$ cat src/rtl/insn_fetch.sv
// Instruction fetch unit: in-order word requests with credit-based flow control,
// a {pc, insn} buffer FIFO, a one-entry output register, and branch redirect/flush.
module insn_fetch #(
  parameter int                    ADDR_WIDTH = 32,
  parameter logic [ADDR_WIDTH-1:0] RESET_PC   = '0,
  parameter int                    FIFO_DEPTH = 2
) (
  input  logic                  clk,
  input  logic                  rst,
  input  logic                  stall,
  input  logic                  br_taken,
  input  logic [ADDR_WIDTH-1:0] br_addr,
  output logic                  imem_req,
  output logic [ADDR_WIDTH-1:0] imem_addr,
  input  logic                  imem_gnt,
  input  logic                  imem_rvalid,
  input  logic [31:0]           imem_rdata,
  output logic                  if_valid,
  output logic [31:0]           if_insn,
  output logic [ADDR_WIDTH-1:0] if_pc
);

  localparam logic [31:0] NOP = 32'h0000_0013;
  localparam int PW = $clog2(FIFO_DEPTH);
  localparam int CW = $clog2(FIFO_DEPTH + 1);

  logic [ADDR_WIDTH-1:0] fetch_pc;
  logic [CW-1:0]         outstanding;
  logic [CW-1:0]         discard_cnt;
  logic [CW-1:0]         fifo_cnt;
  logic [PW-1:0]         fifo_wr, fifo_rd;
  logic [PW-1:0]         pcq_wr, pcq_rd;
  logic [ADDR_WIDTH-1:0] fifo_pc   [FIFO_DEPTH];
  logic [31:0]           fifo_insn [FIFO_DEPTH];
  logic [ADDR_WIDTH-1:0] pcq       [FIFO_DEPTH];

  logic          redir;
  logic          grant;
  logic          rsp_any;
  logic          rsp_drop;
  logic          rsp_acc;
  logic          fifo_pop;
  logic          fifo_push;
  logic          bypass;
  logic [CW:0]   credit_used;
  logic          br_addr_unused;

  assign br_addr_unused = ^br_addr[1:0];

  // Request side: a request is only issued when a slot is guaranteed for its response.
  assign redir       = br_taken & if_valid & ~stall;
  assign credit_used = {1'b0, outstanding} + {1'b0, fifo_cnt};
  assign imem_req    = ~rst & ~redir & (credit_used < (CW+1)'(FIFO_DEPTH));
  assign imem_addr   = fetch_pc;
  assign grant       = imem_req & imem_gnt;

  // Response side: stale words (issued before a redirect) are dropped by count.
  assign rsp_any   = imem_rvalid & (outstanding != '0);
  assign rsp_drop  = rsp_any & (redir | (discard_cnt != '0));
  assign rsp_acc   = rsp_any & ~rsp_drop;
  assign fifo_pop  = ~stall & ~redir & (fifo_cnt != '0);
  assign bypass    = ~stall & ~redir & (fifo_cnt == '0) & rsp_acc;
  assign fifo_push = rsp_acc & ~bypass;

  always_ff @(posedge clk) begin
    if (rst) begin
      fetch_pc    <= RESET_PC;
      outstanding <= '0;
      discard_cnt <= '0;
      fifo_cnt    <= '0;
      fifo_wr     <= '0;
      fifo_rd     <= '0;
      pcq_wr      <= '0;
      pcq_rd      <= '0;
    end else if (redir) begin
      fetch_pc    <= {br_addr[ADDR_WIDTH-1:2], 2'b00};
      outstanding <= outstanding - CW'(rsp_any);
      discard_cnt <= outstanding - CW'(rsp_any);
      fifo_cnt    <= '0;
      fifo_wr     <= '0;
      fifo_rd     <= '0;
      pcq_wr      <= '0;
      pcq_rd      <= '0;
    end else begin
      if (grant)
        fetch_pc <= fetch_pc + ADDR_WIDTH'(4);
      outstanding <= outstanding + CW'(grant) - CW'(rsp_any);
      if (rsp_drop)
        discard_cnt <= discard_cnt - CW'(1);
      if (grant)
        pcq_wr <= pcq_wr + PW'(1);
      if (rsp_acc)
        pcq_rd <= pcq_rd + PW'(1);
      if (fifo_push)
        fifo_wr <= fifo_wr + PW'(1);
      if (fifo_pop)
        fifo_rd <= fifo_rd + PW'(1);
      fifo_cnt <= fifo_cnt + CW'(fifo_push) - CW'(fifo_pop);
    end
  end

  // Storage arrays carry no reset; occupancy is tracked by the pointers above.
  always_ff @(posedge clk) begin
    if (grant)
      pcq[pcq_wr] <= fetch_pc;
    if (fifo_push) begin
      fifo_pc[fifo_wr]   <= pcq[pcq_rd];
      fifo_insn[fifo_wr] <= imem_rdata;
    end
  end

  // Output stage: FIFO head first, then same-cycle bypass, otherwise a bubble.
  always_ff @(posedge clk) begin
    if (rst) begin
      if_valid <= 1'b0;
      if_insn  <= NOP;
      if_pc    <= '0;
    end else if (!stall) begin
      if (fifo_pop) begin
        if_valid <= 1'b1;
        if_insn  <= fifo_insn[fifo_rd];
        if_pc    <= fifo_pc[fifo_rd];
      end else if (bypass) begin
        if_valid <= 1'b1;
        if_insn  <= imem_rdata;
        if_pc    <= pcq[pcq_rd];
      end else begin
        if_valid <= 1'b0;
        if_insn  <= NOP;
      end
    end
  end

endmodule

$ cat config.mk
export PLATFORM = sky130hd
export DESIGN_NAME = insn_fetch
export DESIGN_NICKNAME = d
export VERILOG_FILES = /design/src/rtl/insn_fetch.sv
export SDC_FILE = /design/constraint.sdc
export NUM_CORES = 1
export LEC_CHECK = 0
export CAP_MARGIN = 20
export CORE_ASPECT_RATIO = 0.6
export CORE_UTILIZATION = 45
export DETAILED_ROUTE_END_ITERATION = 7
export PLACE_DENSITY = 0.68
export SLEW_MARGIN = 10
export SYNTH_ARGS = -nofsm -noshare
export SYNTH_HDL_FRONTEND = slang
export SYNTH_SLANG_ARGS = --single-unit
$ cat constraint.sdc
create_clock -name clk -period 11.8 [get_ports clk]
set_input_delay 1.77 -clock clk [delete_from_list [all_inputs] [get_ports clk]]
set_output_delay 1.77 -clock clk [all_outputs]
set_load 0.1 [all_outputs]
Word level (Yosys, flattened, before mapping):

Memories as Yosys holds them, arrays and structs flattened. A register that Yosys moved wholly into a read port is not among the register bits.
Index checks and enable logic that the tools add are counted.

* bits in registers: 107
* bits in writable memories: 192
* bits of input ports: 70
* output and inout bits: 98
* logic and storage cells: 77
* memories: 3

Memory list
* fifo_insn: words 2, width 32, rd ports 1, clocked after Yosys merged registers in 1, wr ports 1, line 34 `logic [31:0] fifo_insn [FIFO_DEPTH];`
* fifo_pc: words 2, width 32, rd ports 1, clocked after Yosys merged registers in 1, wr ports 1, line 33 `logic [ADDR_WIDTH-1:0] fifo_pc [FIFO_DEPTH];`
* pcq: words 2, width 32, rd ports 1, clocked after Yosys merged registers in 1, wr ports 1, line 35 `logic [ADDR_WIDTH-1:0] pcq [FIFO_DEPTH];`

* add/subtract/negate cells: 12
* $lt $le $gt $ge: 1
* muxes and demuxes: 21
* bitwise operators: 19
* reduce and logical (&&, ||, !) cells: 9

Operators with widths (count)
* $mux W32: 6
* $add A32 B3 Y32 const B: 1
* $and A1 B1 Y1: 13
* $mux W1: 12
* $reduce_bool A2 Y1: 6
* $mux W2: 3
* $sub A2 B1 Y2: 3
* $not A1 Y1: 5
* $add A1 B1 Y1 const B: 4
* $add A2 B1 Y2: 2
* $add A2 B2 Y3: 1
* $lt A3 B2 Y1 const B: 1
* $logic_not A2 Y1: 1
* $reduce_and A2 Y1: 1
* $reduce_or A2 Y1: 1
* $sub A2 B1 Y2 const B: 1
* $or A1 B1 Y1: 1

Longest topological paths before layout:

Gate-level depths: netlist of run 1.

* depth after elaboration: 11
* gate-level depth with buffers: 13
* depth with buffers taken out: 12

Worst setup path before layout of run 1:

No wires, ideal clock.

* kind: in2out
* start point: input stall
* end point: output imem_req
* data arrival time: 4.450 ns
* required time: 10.030 ns
* setup slack: 5.580 ns
* stages: 5
* path buffers: 2
* cells stage by stage: buf_2 > nand3b_1 > nand2_1 > clkbuf_1 > nor3_1

* word-level cells in the longest chain between the ends: 5

RTL lines
* from (decl): line 10 `input logic stall,`
* $not A1 Y1 (no line)
* $and A1 B1 Y1: line 51 `assign redir = br_taken & if_valid & ~stall;`
* $not A1 Y1: line 53 `assign imem_req = ~rst & ~redir & (credit_used < (CW+1)'(FIFO_DEPTH));`
* $and A1 B1 Y1 (2 in a row): line 53
* to (decl): line 13 `output logic imem_req,`

Every way passes these cells.

Worst setup path after layout of run 1:

Ends and elaborated chain as after synthesis.

==> impl_metrics.toml, run 1 <==
[critical_path]
critPathLaunch = "stall"
worst-r2r-setup-slack_ns = 8.23
cp_data_required_time_ns = 10.03
worstReg2RegEnd = "fifo_cnt[1]$_SDFF_PP0_"
timing.critical_path.buf_inv = 4
worstSetupStartpointType = "input port"
worst-setup-path-type = "in -> out"
timing.critical_path.to_type = "output port"
cp_max_fo = 59
r2r-start = "fifo_cnt[1]$_SDFF_PP0_"
critPathArrivalTime_ns = 5.29
worstSetupPathDepth = 7
cp_slowest_cell = "sky130_fd_sc_hd__clkdlybuf4s50_1"
worstRegToRegCells = 10
crit_chain = "clkdlybuf4s50_1, buf_4, nand3b_1, buf_4, nand2_1, nor3_1, clkdlybuf4s50_1"
cp_slowest_stage_delay_ns = 1.18
endpoint = "imem_req"
timing.critical_path.max_delay_family = "buffers and inverters"

[synth]
synth_edf_count = 184
top_area_cell_type_share_of_the_netlist_area_pct = 47.8
yosys_warnings = 0
netlist_instances = 867
ys_types = 60
avg_inst_size_synth_um2 = 13.3
synth_top_area_cell = "sky130_fd_sc_hd__edfxtp_1"
netlist_top_cells_area = "sky130_fd_sc_hd__edfxtp_1, sky130_fd_sc_hd__dfxtp_1, sky130_fd_sc_hd__mux2_2"
synth.cells.most_frequent = "sky130_fd_sc_hd__edfxtp_1, sky130_fd_sc_hd__dfxtp_1, sky130_fd_sc_hd__mux2_2, sky130_fd_sc_hd__nor2_1, sky130_fd_sc_hd__clkbuf_1"
yosysSeqAreaShare_pct = 65.9
ys_dominant_reg_cell = "sky130_fd_sc_hd__edfxtp_1"
postSynth.asyncResetShare_pct = 0
synth.ff_latch_count = 289
most_numerous_cell_in_the_yosys_netlist = "sky130_fd_sc_hd__edfxtp_1"
mappedNetlistArea_um2 = 11600

[global_route]
via_count_of_the_first_global_routing_pass = 7460
grt_pass1_wl_mm = 44.1
grt_remaining_overflow = 0
grt_max_degree = 60
antenna_found_initial = 0
globalRouteTotalUtil_pct = 21.6

[clocking]
cts-resized-gates = 0
clockBufferDepth = 3
cts.hold.buffers_added = 0
tritoncts.num_buffers = 27
ctsRootBufferMaster = "sky130_fd_sc_hd__clkbuf_16"
htreeDepth = 1
post_cts_setup_repair_buffer_count = 0
clock_insertion_delay_at_the_later_pin_of_the_skew_report_ns = 0.53
clk_transition_reported_paths_ns = 0.06
tritoncts_clock_tree = "built"
cts_sinks = 289

[detailed_routing]
dr.pass1.iters = 6
detail_route.wl_per_cell_um = 21.0
detail-route-antenna-nets = 0
avgViaCountPerCell = 5.77
routed-via-count = 7835
initialDrtViolationCount = 671
drt_drc_violations_left = 0
route.final.wire_length_mm = 28.6

[layout]
final_core_utilization_pct = 56.7
num_antenna_cells = 0
post_route_cells_drive_above_1_share_pct = 13.1
syn_to_final_growth_pct = 23.9
fillCellCount = 2074
design.final.nets = 1088

[timing]
report.final.hold_viol_count = 0
setup_tns_ns = 0
tightest_slew_ns = 1.08
report.final.setup_viol = 0
period_minus_slack_ns = 7.06
relative_slew_margins_pct = 28.0
timing.fmax_ghz = 0.142
period_share_pct = 59.9
fin_skew_ns = 0.00967
drv_slew = 0
fin_ws_ns = 4.74
rsz_0062_raised_after_global_routing = "no"

[run_status]
outcome = "finished clean"

[min_path]
timing.hold.worst_path_depth = 2
timing.hold.worst.class = "reg -> reg"

[floorplanning]
die_w_um = 209
chipHeight_um = 126
core.rowCount = 45
dieArea_um2 = 26400
boundaryPins = 168
initial_utilization_pct = 45.8
core_um2 = 25300

[power]
power.static_leakage_nw = 4.71
pnr_total_power_mw = 3.58
power_density_nw_per_um2 = 250
worst_ir_drop_vdd_uv = 165

[placed_design]
gpl.final_weighted_congestion = 0.816
placement.setup.worst_slack_ns = 4.75
detailedPlacementHpwl_mm = 18.0
io_buffer_count = 161

[run]
max_cap_viol_count = 0
==> state kept, by name, indices dropped and copies added, names as in the netlist, named ones only <==
signal	count
discard_cnt	2
fifo_cnt	2
fifo_insn	64
fifo_pc	60
fifo_rd	1
fifo_wr	1
if_insn	32
if_pc	30
if_valid	1
imem_addr	30
outstanding	2
pcq	60
pcq_rd	1
pcq_wr	1
==> layer usage <==
metal,global-route usage [%],vias up,share of wire [%]
met5,0,-,0
li1,-,3640,-
met1,33.9,3893,49
met2,31.3,271,43
met4,3.85,0,1.3
met3,3.84,31,7.0
==> power by group <==
group	total, mW	internal, mW	switching, mW	leakage (nW)
clock	0.883	0.511	0.372	0.446
sequential	1.40	1.28	0.120	2.54
combinational	1.30	0.371	0.925	1.73
==> cells by family after synthesis <==
family,Yosys count,synth area share (%)
fa+ha+maj,8,0.930
other cells,1,0.0324
simple gates,203,9.01
mux,94,8.82
compound gates,179,11.0
xor+xnor,19,1.44
flops,289,65.9
buf+inv,74,2.80
==> layout make-up <==
class | instances | area [um2] | share of cell area, %
Clock buffer | 35 | 746 | 5.20
Tap cell | 329 | 412 | 2.87
Inverter | 11 | 41.3 | 0.288
Timing Repair Buffer | 174 | 1700 | 11.9
Clock inverter | 14 | 150 | 1.05
Multi-Input combinational cell | 507 | 3650 | 25.5
Sequential cell | 289 | 7630 | 53.2
==> stage by stage <==
| step | hold WS [ns] | area [um2] | cells |
|---|---|---|---|
| 6_report | 0.451 | 14300 | 1359 |
| 5_1_grt | 0.476 | 14300 | 1359 |
| 4_1_cts | 0.454 | 14300 | 1359 |
| 3_5_place_dp | 0.447 | 13400 | 1310 |
| 3_3_place_gp | 0.443 | 13400 | 1310 |
| 2_1_floorplan | 0.481 | 11600 | 870 |
==> worst reg2reg max path: stages, from the launching register on <==
cell and delay, ns:
sky130_fd_sc_hd__dfxtp_1 0.45, sky130_fd_sc_hd__or2_2 0.56, sky130_fd_sc_hd__nand2_1 0.74, sky130_fd_sc_hd__clkinv_1 0.16, sky130_fd_sc_hd__buf_4 0.55, sky130_fd_sc_hd__ha_1 0.42
sky130_fd_sc_hd__inv_1 0.06, sky130_fd_sc_hd__ha_1 0.15, sky130_fd_sc_hd__xor2_1 0.17, sky130_fd_sc_hd__xnor2_1 0.13, sky130_fd_sc_hd__nor2_1 0.06
==> worst min path at each step <==
stage | from | to
2_1_floorplan | pcq_rd$_SDFFE_PP0P_ | register
3_3_place_gp | if_pc[29]$_SDFFE_PP0P_ | if_pc[29]$_SDFFE_PP0P_
3_5_place_dp | if_pc[22]$_SDFFE_PP0P_ | if_pc[22]$_SDFFE_PP0P_
4_1_cts | if_pc[22]$_SDFFE_PP0P_ | if_pc[22]$_SDFFE_PP0P_
5_1_grt | if_pc[11]$_SDFFE_PP0P_ | if_pc[11]$_SDFFE_PP0P_
6_report | if_pc[3]$_SDFFE_PP0P_ | if_pc[3]$_SDFFE_PP0P_
==> layout by cell type (no fill, tap or decap), types with 27 or more instances in the layout <==
cell type	n
sky130_fd_sc_hd__a21oi_1	29
sky130_fd_sc_hd__mux2i_1	31
sky130_fd_sc_hd__nor2_1	54
sky130_fd_sc_hd__o21ai_0	31
sky130_fd_sc_hd__clkdlybuf4s50_1	160
sky130_fd_sc_hd__nand2_1	42
sky130_fd_sc_hd__dfxtp_1	103
sky130_fd_sc_hd__mux2_2	63
sky130_fd_sc_hd__a222oi_1	29
sky130_fd_sc_hd__clkbuf_16	27
sky130_fd_sc_hd__nand3_1	28
sky130_fd_sc_hd__edfxtp_1	184
sky130_fd_sc_hd__a211oi_1	27
Note: power is estimated with default switching activity, not from simulation.
==> run 2: changes to the inputs <==
- clock period: 11.8 -> 6.5 ns (I/O delays scaled with it)
==> run 2 against run 1 <==
Compared with the run above:
- hold slack got worse by 0.0012 ns
- first-iteration DRC count shrank 2.1%
- sequential power up 84%
==> impl_metrics.toml, run 2 (synthesis gave the netlist of run 1 again) <==
[run_status]
outcome = "finished clean"

[floorplanning]
chipHeight_um = 126
core.rowCount = 45
dieArea_um2 = 26400
die_w_um = 209
initial_utilization_pct = 45.8
boundaryPins = 168
core_um2 = 25300

[timing]
report.final.setup_viol = 0
fin_skew_ns = 0.0129
fin_ws_ns = 1.87
setup_tns_ns = 0
timing.hold.ws_ns = 0.449
rsz_0062_raised_after_global_routing = "no"
period_share_pct = 71.3
period_minus_slack_ns = 4.63
timing.fmax_ghz = 0.216
relative_slew_margins_pct = 26.7
report.final.hold_viol_count = 0
tightest_slew_ns = 1.10
drv_slew = 0

[clocking]
clockBufferDepth = 3
tritoncts_clock_tree = "built"
cts-resized-gates = 0
cts_sinks = 289
tritoncts.num_buffers = 27
cts.hold.buffers_added = 0
htreeDepth = 1
clk_transition_reported_paths_ns = 0.06
post_cts_setup_repair_buffer_count = 0
ctsRootBufferMaster = "sky130_fd_sc_hd__clkbuf_16"
clock_insertion_delay_at_the_later_pin_of_the_skew_report_ns = 0.54

[layout]
finish.cell_count_without_fillers = 1360
final_core_utilization_pct = 56.8
layout.cells.most_common_list = "sky130_fd_sc_hd__edfxtp_1, sky130_fd_sc_hd__clkdlybuf4s50_1, sky130_fd_sc_hd__dfxtp_1, sky130_fd_sc_hd__mux2_2, sky130_fd_sc_hd__nor2_1"
layout_commonest_cell = "sky130_fd_sc_hd__edfxtp_1"
largestRegisters = "fifo_insn: 64 flops, fifo_pc: 60 flops, pcq: 60 flops"
fillCellCount = 2046
num_antenna_cells = 0
design.final.nets = 1089
post_route_cells_drive_above_1_share_pct = 12.7
largest_register = "fifo_insn"
finalInstanceArea_um2 = 14400
syn_to_final_growth_pct = 24.1
largest_register_ff_count = 64

[critical_path]
cp_slowest_stage_delay_ns = 0.50
worst-setup-path-type = "in -> out"
worstSetupStartpointType = "input port"
timing.critical_path.to_type = "output port"
timing.critical_path.max_delay_family = "buffers and inverters"
cp_data_required_time_ns = 5.52
r2r-start = "fifo_cnt[1]$_SDFF_PP0_"
cp_max_fo = 59
critPathArrivalTime_ns = 3.66
timing.critical_path.buf_inv = 4
crit_path_frequent_cell = "sky130_fd_sc_hd__buf_4"
cp_slowest_cell = "sky130_fd_sc_hd__buf_4"
critPathLaunch = "stall"
crit_chain = "clkdlybuf4s50_1, buf_4, nand3b_1, buf_4, nand2_1, nor3_1, buf_4"

[global_route]
antenna_found_initial = 0
via_count_of_the_first_global_routing_pass = 7317
globalRouteTotalUtil_pct = 21.4
global_route.usage.met1_pct = 34.4
grt_use_met3_pct = 4.04
grt_max_degree = 73
use_met2_pct = 29.7
global_route.peak_usage_layer = "met1"
grt_remaining_overflow = 0
grt_pass1_wl_mm = 43.7

[power]
power_density_nw_per_um2 = 452
power_frac_comb_pct = 35.6
pnr_total_power_mw = 6.49
power.static_leakage_nw = 4.71
worst_ir_drop_vdd_uv = 287
internal_power_consumption_mw = 3.94
swShare_pct = 39.3
p_switching_mw = 2.55
power.share.clock_pct = 24.6
seqPwrFrac_pct = 39.7

[detailed_routing]
avgViaCountPerCell = 5.73
routed-via-count = 7799
dr.pass1.iters = 6
route.final.wire_length_mm = 28.1
detail_route.wl_per_cell_um = 20.7
drt_drc_violations_left = 0
initialDrtViolationCount = 657
detail-route-antenna-nets = 0

[placed_design]
io_buffer_count = 161
place.detailed.instances = 1310
gpl.final_weighted_congestion = 0.808
place_area_um2 = 13400
detailedPlacementHpwl_mm = 17.7
placement.setup.worst_slack_ns = 1.90

[run]
max_cap_viol_count = 0

[min_path]
min-delay-start = "if_pc[23]$_SDFFE_PP0P_"
timing.hold.worst.class = "reg -> reg"
## run 2: cell types whose count changed in the layout (fill, tap and decap cells not counted), sizes merged
cell	change
buf	+2
bufinv	+1
clkbuf	-2
clkdlybuf4s50	-1
clkinv	-1
clkinvlp	+2
## run 2: final timing paths
kind / end / slack, ns / cells after the start
worst max-delay path: imem_req / 1.87 / 7
worst min register to register: if_pc[23]$_SDFFE_PP0P_ / 0.45 / 2
worst max register to register: fifo_cnt[1]$_SDFF_PP0_ / 2.97 / 10
worst min-delay path: if_pc[23]$_SDFFE_PP0P_ / 0.45 / 2
## run 2: worst reg2reg max path, cell delays in order, from the launching register on
cell	delay (ns)
sky130_fd_sc_hd__dfxtp_1	0.43
sky130_fd_sc_hd__or2_2	0.56
sky130_fd_sc_hd__nand2_1	0.70
sky130_fd_sc_hd__clkinv_1	0.15
sky130_fd_sc_hd__buf_4	0.57
sky130_fd_sc_hd__ha_1	0.41
sky130_fd_sc_hd__inv_1	0.06
sky130_fd_sc_hd__ha_1	0.14
sky130_fd_sc_hd__xor2_1	0.18
sky130_fd_sc_hd__xnor2_1	0.13
sky130_fd_sc_hd__nor2_1	0.06
## run 2: per-layer routing
| layer | vias up | wire length, um |
|---|---|---|
| li1 | 3633 | - |
| met1 | 3831 | 13700 |
| met2 | 300 | 11700 |
| met3 | 35 | 2220 |
| met4 | 0 | 482 |
| met5 | - | 0 |
## run 2: area by class of cell
type	count	area (um2)	share of cell area (%)
Timing Repair Buffer	175	1720	12.0
Tap cell	329	412	2.87
Multi-Input combinational cell	507	3650	25.4
Clock inverter	16	179	1.25
Sequential cell	289	7630	53.2
Inverter	11	41.3	0.288
Clock buffer	33	718	5.00
## run 2: power groups by stage
| stage | sequential [mW] | combinational [mW] | clock (mW) |
|---|---|---|---|
| floorplan | 3.37 | 0.930 | 0 |
| global placement | 2.61 | 2.29 | 0 |
| detailed placement | 2.62 | 2.31 | 0 |
| CTS | 2.58 | 2.32 | 1.63 |
| global route | 2.62 | 2.44 | 1.72 |
| finish | 2.58 | 2.31 | 1.60 |
